`src/rtl/adc_pwm_pkg.sv`:
```
// Shared constants and types for the ADC-to-PWM controller.
// Mode encodings, ADC frame geometry and sequencer states.
package adc_pwm_pkg;

    localparam logic [1:0] MODE_DIRECT = 2'b00;
    localparam logic [1:0] MODE_INV    = 2'b01;
    localparam logic [1:0] MODE_MANUAL = 2'b10;
    localparam logic [1:0] MODE_OFF    = 2'b11;

    localparam int FRAME_BITS = 16;
    localparam int LEAD_ZEROS = 4;

    typedef enum logic [1:0] {
        QUIET,
        CONV,
        DONE
    } state_t;

endpackage

```
`src/rtl/adc_pwm_ctrl_pwm_gen.sv`:
```
// Fixed-period PWM generator with a duty latch that only
// reloads at the period boundary, so duty changes never produce runts.
module pwm_gen #(
    parameter int LEVEL_W = 8
) (
    input  logic               clock,
    input  logic               reset,
    input  logic [LEVEL_W-1:0] duty,
    output logic               pwm,
    output logic               period_start
);

    localparam logic [LEVEL_W-1:0] MAX = '1;

    logic [LEVEL_W-1:0] r_cnt;
    logic [LEVEL_W-1:0] r_duty;
    logic [LEVEL_W-1:0] w_cnt_nxt;
    logic [LEVEL_W-1:0] w_duty_nxt;
    logic               w_wrap;

    assign w_wrap     = (r_cnt == MAX - LEVEL_W'(1));
    assign w_cnt_nxt  = w_wrap ? '0 : r_cnt + LEVEL_W'(1);
    assign w_duty_nxt = w_wrap ? duty : r_duty;

    always_ff @(posedge clock) begin
        if (reset) begin
            r_cnt        <= '0;
            r_duty       <= '0;
            pwm          <= 1'b0;
            period_start <= 1'b0;
        end else begin
            r_cnt        <= w_cnt_nxt;
            r_duty       <= w_duty_nxt;
            pwm          <= (w_cnt_nxt < w_duty_nxt);
            period_start <= w_wrap;
        end
    end

endmodule

```
`src/rtl/adc_pwm_ctrl.sv`:
```
// Serial ADC sequencer feeding a level register, LED mirror and
// mode-selected PWM duty for the heater/fan driver.
module adc_pwm_ctrl
    import adc_pwm_pkg::*;
#(
    parameter int LEVEL_W   = 8,
    parameter int ADC_BITS  = 12,
    parameter int CLK_DIV   = 2,
    parameter int QUIET_PER = 1
) (
    input  logic               clock,
    input  logic               reset,
    input  logic [1:0]         mode,
    input  logic [LEVEL_W-1:0] manual_level,
    input  logic               SDATA,
    output logic               sclk,
    output logic               nCS,
    output logic [LEVEL_W-1:0] level,
    output logic               sample_valid,
    output logic               frame_err,
    output logic               pwm,
    output logic [LEVEL_W-1:0] led
);

    localparam int QUIET_CLKS = QUIET_PER * 2 * CLK_DIV;
    localparam int TMR_W      = $clog2(QUIET_CLKS + 1);
    localparam int BIT_W      = $clog2(FRAME_BITS);
    localparam logic [LEVEL_W-1:0] MAX = '1;

    state_t                r_state;
    state_t                w_state_nxt;
    logic [TMR_W-1:0]      r_tmr;
    logic [TMR_W-1:0]      w_tmr_nxt;
    logic [BIT_W-1:0]      r_bit;
    logic [BIT_W-1:0]      w_bit_nxt;
    logic                  r_half;
    logic                  w_half_nxt;
    logic                  w_half_end;
    logic                  w_shift;
    logic                  w_lead_ok;
    logic                  w_eval;
    logic [FRAME_BITS-1:0] r_shift;
    logic [LEVEL_W-1:0]    w_sample;
    logic [LEVEL_W-1:0]    w_duty_req;
    logic                  w_unused_period_start;

    assign w_half_end = (r_tmr == TMR_W'(CLK_DIV - 1));
    assign w_shift    = (r_state == CONV) && !r_half && w_half_end;
    assign w_lead_ok  = (r_shift[FRAME_BITS-1 -: LEAD_ZEROS] == '0);
    assign w_eval     = (r_state == DONE);
    assign w_sample   = r_shift[ADC_BITS-1 -: LEVEL_W];

    always_ff @(posedge clock) begin
        if (reset) begin
            r_state <= QUIET;
            r_tmr   <= '0;
            r_bit   <= '0;
            r_half  <= 1'b0;
        end else begin
            r_state <= w_state_nxt;
            r_tmr   <= w_tmr_nxt;
            r_bit   <= w_bit_nxt;
            r_half  <= w_half_nxt;
        end
    end

    always_comb begin
        w_state_nxt = r_state;
        w_tmr_nxt   = r_tmr + TMR_W'(1);
        w_bit_nxt   = r_bit;
        w_half_nxt  = r_half;
        case (r_state)
            QUIET: begin
                if (r_tmr == TMR_W'(QUIET_CLKS - 1)) begin
                    w_state_nxt = CONV;
                    w_tmr_nxt   = '0;
                    w_bit_nxt   = '0;
                    w_half_nxt  = 1'b0;
                end
            end
            CONV: begin
                if (w_half_end) begin
                    w_tmr_nxt  = '0;
                    w_half_nxt = ~r_half;
                    if (r_half) begin
                        w_bit_nxt = r_bit + BIT_W'(1);
                        if (r_bit == BIT_W'(FRAME_BITS - 1))
                            w_state_nxt = DONE;
                    end
                end
            end
            DONE: begin
                w_state_nxt = QUIET;
                w_tmr_nxt   = '0;
            end
            default: begin
                w_state_nxt = QUIET;
                w_tmr_nxt   = '0;
            end
        endcase
    end

    // Pin levels are registered from the next state so they align with it.
    always_ff @(posedge clock) begin
        if (reset) begin
            nCS          <= 1'b1;
            sclk         <= 1'b1;
            r_shift      <= '0;
            level        <= '0;
            led          <= '1;
            sample_valid <= 1'b0;
            frame_err    <= 1'b0;
        end else begin
            nCS          <= (w_state_nxt != CONV);
            sclk         <= (w_state_nxt != CONV) | w_half_nxt;
            sample_valid <= w_eval && w_lead_ok;
            frame_err    <= w_eval && !w_lead_ok;
            if (w_shift)
                r_shift <= {r_shift[FRAME_BITS-2:0], SDATA};
            if (w_eval && w_lead_ok) begin
                level <= w_sample;
                led   <= ~w_sample;
            end
        end
    end

    always_comb begin
        w_duty_req = '0;
        case (mode)
            MODE_DIRECT: w_duty_req = level;
            MODE_INV:    w_duty_req = MAX - level;
            MODE_MANUAL: w_duty_req = manual_level;
            default:     w_duty_req = '0;
        endcase
    end

    pwm_gen #(
        .LEVEL_W(LEVEL_W)
    ) u_pwm (
        .clock       (clock),
        .reset       (reset),
        .duty        (w_duty_req),
        .pwm         (pwm),
        .period_start(w_unused_period_start)
    );

endmodule

```
`config.mk`:
```
export PLATFORM = sky130hd
export DESIGN_NAME = adc_pwm_ctrl
export DESIGN_NICKNAME = d
export VERILOG_FILES = /design/src/rtl/adc_pwm_pkg.sv /design/src/rtl/adc_pwm_ctrl_pwm_gen.sv /design/src/rtl/adc_pwm_ctrl.sv
export SDC_FILE = /design/constraint.sdc
export NUM_CORES = 1
export LEC_CHECK = 0
export CORE_MARGIN = 5
export CORE_UTILIZATION = 59
export DETAILED_ROUTE_END_ITERATION = 12
export GPL_ROUTABILITY_DRIVEN = 1
export HOLD_SLACK_MARGIN = 0.05
export MAX_ROUTING_LAYER = met4
export PLACE_DENSITY = 0.84
export REMOVE_ABC_BUFFERS = 1
export SLEW_MARGIN = 20
export SYNTH_ARGS = -nofsm -noshare
export SYNTH_HDL_FRONTEND = slang
export SYNTH_HIERARCHICAL = 1
export SYNTH_SLANG_ARGS = --single-unit
```
`constraint.sdc`:
```
create_clock -name clock -period 4.6 [get_ports clock]
set_clock_uncertainty 0.2 [all_clocks]
set_input_delay 0.46 -clock clock [delete_from_list [all_inputs] [get_ports clock]]
set_output_delay 0.46 -clock clock [all_outputs]
set_load 0.03 [all_outputs]
```
=== Word-level counts from Yosys, hierarchy flattened ===
Cells that the tools add are included.

* Bits in registers: 63
* RAM bits: 0
* Bits in latches: 0
* Memories kept: 0
* Memory bits (read-only): 0

* Bitwise logic cells: 3
* Divide/modulo/power cells: 0
* Magnitude comparators: 1
* Mux-type cells: 18
* Equal/unequal tests: 12
* $mul: 0
* Shift-type cells: 0
* Reduce and logical (&&, ||, !) cells: 11
* Add/sub/neg operators: 4

{| class="wikitable"
|+ Operators by type and width
! operator !! number
|-
| 8-bit one-hot mux with 3 select lines || 1
|-
| 8-bit 2-to-1 mux || 2
|-
| 4-bit 2-to-1 mux || 3
|-
| 8-bit by 1-bit adder with 8-bit output, second input constant || 1
|-
| 8-bit == test, second input constant || 1
|-
| 8-bit less-than comparator || 1
|-
| 2-bit 2-to-1 mux || 4
|-
| 8-bit NOT || 1
|-
| 4-bit one-hot mux with 2 select lines || 1
|-
| 8-bit subtractor, first input constant || 1
|-
| 3-bit 2-to-1 mux || 2
|-
| 2-bit inequality test, second input constant || 3
|-
| 3-bit one-hot mux with 2 select lines || 1
|-
| 4-bit by 1-bit adder with 4-bit output, second input constant || 1
|-
| 2-bit by 1-bit == test with 1-bit output, second input constant || 2
|-
| 2-bit == test, second input constant || 2
|-
| 4-bit == test, second input constant || 1
|-
| 1-bit logical AND || 4
|-
| 2-bit zero test || 2
|-
| 4-bit zero test || 1
|-
| 2-bit one-hot mux with 2 select lines || 1
|-
| 4-bit AND reduction || 1
|-
| 3-bit by 1-bit adder with 3-bit output, second input constant || 1
|-
| 3-bit by 1-bit == test with 1-bit output, second input constant || 1
|-
| 8 further kinds || 10
|}

=== Longest topological paths before layout ===
* Depth in word-level cells: 7
* Depth in mapped cells: 12
* Gate-level depth less buffers: 11

=== Hierarchy ===
The synthesis kept the hierarchy.

{| class="wikitable"
|+ By module, submodules not included
! module !! area an instance (um^2) !! times used !! cells each
|-
| adc_pwm_ctrl || 1970.6 || 1 || 211
|-
| pwm_gen || 897.1 || 1 || 96
|}

=== Worst setup path after synthesis ===
OpenSTA, ideal clock, no wires.

* Path kind: input to register
* Start: in mode[1]
* End: reg u_pwm.pwm
* Setup slack: 2.040 ns
* Arrival time: 2.286 ns
* Library setup time: 0.074 ns
* Stages on the path: 10
* Required time: 4.326 ns
* Path through: clkbuf_1 -> nand2b_1 -> clkbuf_1 -> o22ai_1 -> mux2i_1 -> ha_1 -> a211oi_1 -> o21a_1 -> nand2_1 -> o21ai_0

* Word-level cells in the longest chain between the ends: 4
* Elaborated cells on any way between the ends: 6
* Classes of those cells: 1 x order compare; 2 x eq/ne; 2 x mux; 1 x reduce/logical

{| class="wikitable"
|+ Ends and longest elaborated chain
! what !! line !! RTL
|-
| from (decl) || adc_pwm_ctrl.sv:13 || <nowiki>input logic [1:0] mode,</nowiki>
|-
| 2-bit == test (tied with other cells) || adc_pwm_ctrl.sv:129 || <nowiki>case (mode)</nowiki>
|-
| 8-bit one-hot mux with 3 select lines * || adc_pwm_ctrl.sv:129 ||
|-
| named net w_duty_req[5] || adc_pwm_ctrl.sv:44 || <nowiki>logic [LEVEL_W-1:0] w_duty_req;</nowiki>
|-
| 8-bit 2-to-1 mux * || adc_pwm_ctrl_pwm_gen.sv:23 || <nowiki>assign w_duty_nxt = w_wrap ? duty : r_duty;</nowiki>
|-
| 8-bit less-than comparator * || adc_pwm_ctrl_pwm_gen.sv:34 || <nowiki>pwm <= (w_cnt_nxt < w_duty_nxt);</nowiki>
|-
| to (signal assigned) || adc_pwm_ctrl_pwm_gen.sv:34 ||
|-
| to (decl) || adc_pwm_ctrl_pwm_gen.sv:9 || <nowiki>output logic pwm,</nowiki>
|}

Mark *: on every way through the listed nets, which the timed path passes. The rest lies on a longest branch.
A chain may end at the register's enable or synchronous reset.

=== Final worst setup path ===
Same ends and word-level chain as after synthesis.

==> impl_metrics.env <==
export IMPL_core_sq_um=4690
export IMPL_clk_latency_ps=340
export IMPL_grt_pass1_vias=2160
export IMPL_rsz0062_at_grt="false"
export IMPL_clk_pin_slew_ps=70
export IMPL_layout_common_cells="dfxtp_1, nor2_1, mux2i_1, clkdlybuf4s50_1, a21oi_1"
export IMPL_holdCritStartpoint="led[5]"
export IMPL_multi_input_area_sq_um=1420
export IMPL_max_slew_margin_rel_pct=38.4
export IMPL_tightestPinTransition_ps=924
export IMPL_critical_path_class="primary input to flip-flop"
export IMPL_mostFrequentLayoutCell="dfxtp_1"
export IMPL_detailedRoute_firstPassIterationCount=5
export IMPL_tns_ps=0
export IMPL_clock_sinks=63
export IMPL_critPathMaxFanout=9
export IMPL_area_growth_pct=17.1
export IMPL_p_clk_share_pct=45.3
export IMPL_reg2reg_to="u_pwm/pwm"
export IMPL_vdd_drop_max_mv=0.283
export IMPL_power_leakage_nw=1.40
export IMPL_maxSlewViolCount=0
export IMPL_hold_buffers=0
export IMPL_antenna_found_initial=0
export IMPL_routed_wl_microns=5920
export IMPL_yosysWarningCount=6
export IMPL_overflow=0
export IMPL_rrSetupSlack_ps=2000
export IMPL_cp_cell_sequence="clkdlybuf4s50_1, nand2b_1, o22ai_1, mux2i_1, ha_1, a211oi_1, o21a_1, nand2_1, o21ai_0"
export IMPL_p_per_area_nw_per_um2=360
export IMPL_min_to="led[5]"
export IMPL_p_switching_mw=0.265
export IMPL_fillers=360
export IMPL_grtUsageTotal_pct=21.4
export IMPL_antenna_left=0
export IMPL_cp_slowest_cell="clkdlybuf4s50_1"
export IMPL_drcViolationCount=0
export IMPL_worstPathArrival_ps=2800
export IMPL_period_minus_slack_ps=2730
export IMPL_port_buffers=33
export IMPL_min_path_type="flip-flop to flip-flop"
export IMPL_seq_power_share_pct=47.2
export IMPL_switching_share_pct=22.2
export IMPL_place_gp_congestion=0.814
export IMPL_n_antenna_cell=0
export IMPL_critPathLaunchType="primary input"
export IMPL_fin_crit_sh_pct=59.4
export IMPL_dp_cells=374
export IMPL_drt_first_iter_violations=143
export IMPL_clk_path_buf_depth=2
export IMPL_power_frac_comb_pct=7.5
export IMPL_cts_made_buffers=9
export IMPL_r2r_start="u_pwm/r_cnt[0]"
export IMPL_required_ps=4670
export IMPL_hold_violations=0
export IMPL_status="finished, final reports clean"
export IMPL_post_cts_resized_instances=0
export IMPL_grt_pass1_wl_microns=10100
export IMPL_io_pins=34
export IMPL_initial_core_util_pct=60.6
export IMPL_regArea_sq_um=1260
export IMPL_netlist_area_sq_um=2840
export IMPL_post_route_util_pct=70.9
export IMPL_max_freq_mhz=366
export IMPL_die_h_microns=79.4
export IMPL_cts_setup_buffers=0
export IMPL_syn_inst=305
export IMPL_dpl_hpwl_microns=4020
export IMPL_cpPeakStageDelay_ps=750
export IMPL_cts_tree="done"
export IMPL_internal_power_mw=0.931
export IMPL_avgSynthCellArea_sq_um=9.32
export IMPL_vias=2217
export IMPL_fin_cells=390
export IMPL_crit_path_end_kind="flip-flop"
export IMPL_die_area_sq_um=6300
export IMPL_cts_htree_levels=3
export IMPL_reg2regPathDepth=10
export IMPL_grt_max_degree=57
export IMPL_finalSetupViolations=0
export IMPL_viasPerCell=5.68
export IMPL_std_cell_rows=25
export IMPL_drive_gt1_share_pct=6.25
export IMPL_wl_per_cell_microns=15.2
export IMPL_layout_nets=359
export IMPL_drv_cap=0
export IMPL_chipWidth_microns=79.4
export IMPL_cts_root_buffer="clkbuf_8"
export IMPL_hold_depth=1
## worst max path at each step
stage	startpoint	end	slack, ps	cells after the start
6_report	mode[1]	u_pwm/pwm	1870	9
5_1_grt	mode[1]	u_pwm/pwm	1740	9
4_1_cts	mode[1]	u_pwm/pwm	1890	9
3_5_place_dp	mode[1]	u_pwm/pwm	1550	9
3_3_place_gp	mode[1]	u_pwm/pwm	1680	9
2_1_floorplan	u_pwm/r_cnt[0]	u_pwm/pwm	2300	10
## flip-flops by register name (all words and copies together), names as in the netlist
signal	count
r_state	2
led	8
u_pwm/r_cnt	8
u_pwm/r_duty	8
sample_valid	1
r_half	1
r_shift	16
u_pwm/pwm	1
sclk	1
nCS	1
level	8
r_bit	4
frame_err	1
r_tmr	3
## metal layers
layer	global-route usage (%)	up-vias	wire, microns
met3	5.42	16	264
met1	24.8	1042	2630
met2	33.4	55	2860
li1	-	1104	-
met4	12.9	0	174
met5	-	-	0
## worst max-delay path, delay by kind of cell
kind / cells / cell delay [ps]
and+or+nand+nor: 2 / 400
muxes: 1 / 190
buffers and inverters: 1 / 750
AOI/OAI and AO/OA: 4 / 710
adders and majority gates: 1 / 280
## power by group through the flow
stage / Combinational (mW) / Sequential [mW] / Clock [mW]
6_report: 0.0899 / 0.565 / 0.542
5_1_grt: 0.102 / 0.565 / 0.579
4_1_cts: 0.0905 / 0.564 / 0.549
3_5_place_dp: 0.0900 / 0.577 / 0
3_3_place_gp: 0.0877 / 0.576 / 0
2_1_floorplan: 0.0492 / 0.581 / 0
## area by class of cell
class,instances,area share (%)
multi-input cells,216,42.7
flip-flops and latches,63,37.9
repair buffers,33,9.77
clock buffers,13,4.77
well taps,54,2.03
clock inverters,3,1.95
inverters,8,0.902
## per-stage QoR
stage	hold slack, ps	instance area, sq um	setup WS, ps	power [mW]
after detailed placement	257	3100	1550	0.667
final	266	3330	1870	1.20
after floorplan	244	2710	2300	0.630
after global placement	245	3100	1680	0.664
after CTS	273	3330	1890	1.20
after global routing	299	3330	1740	1.25
Note: power is estimated with default switching activity, not from simulation.
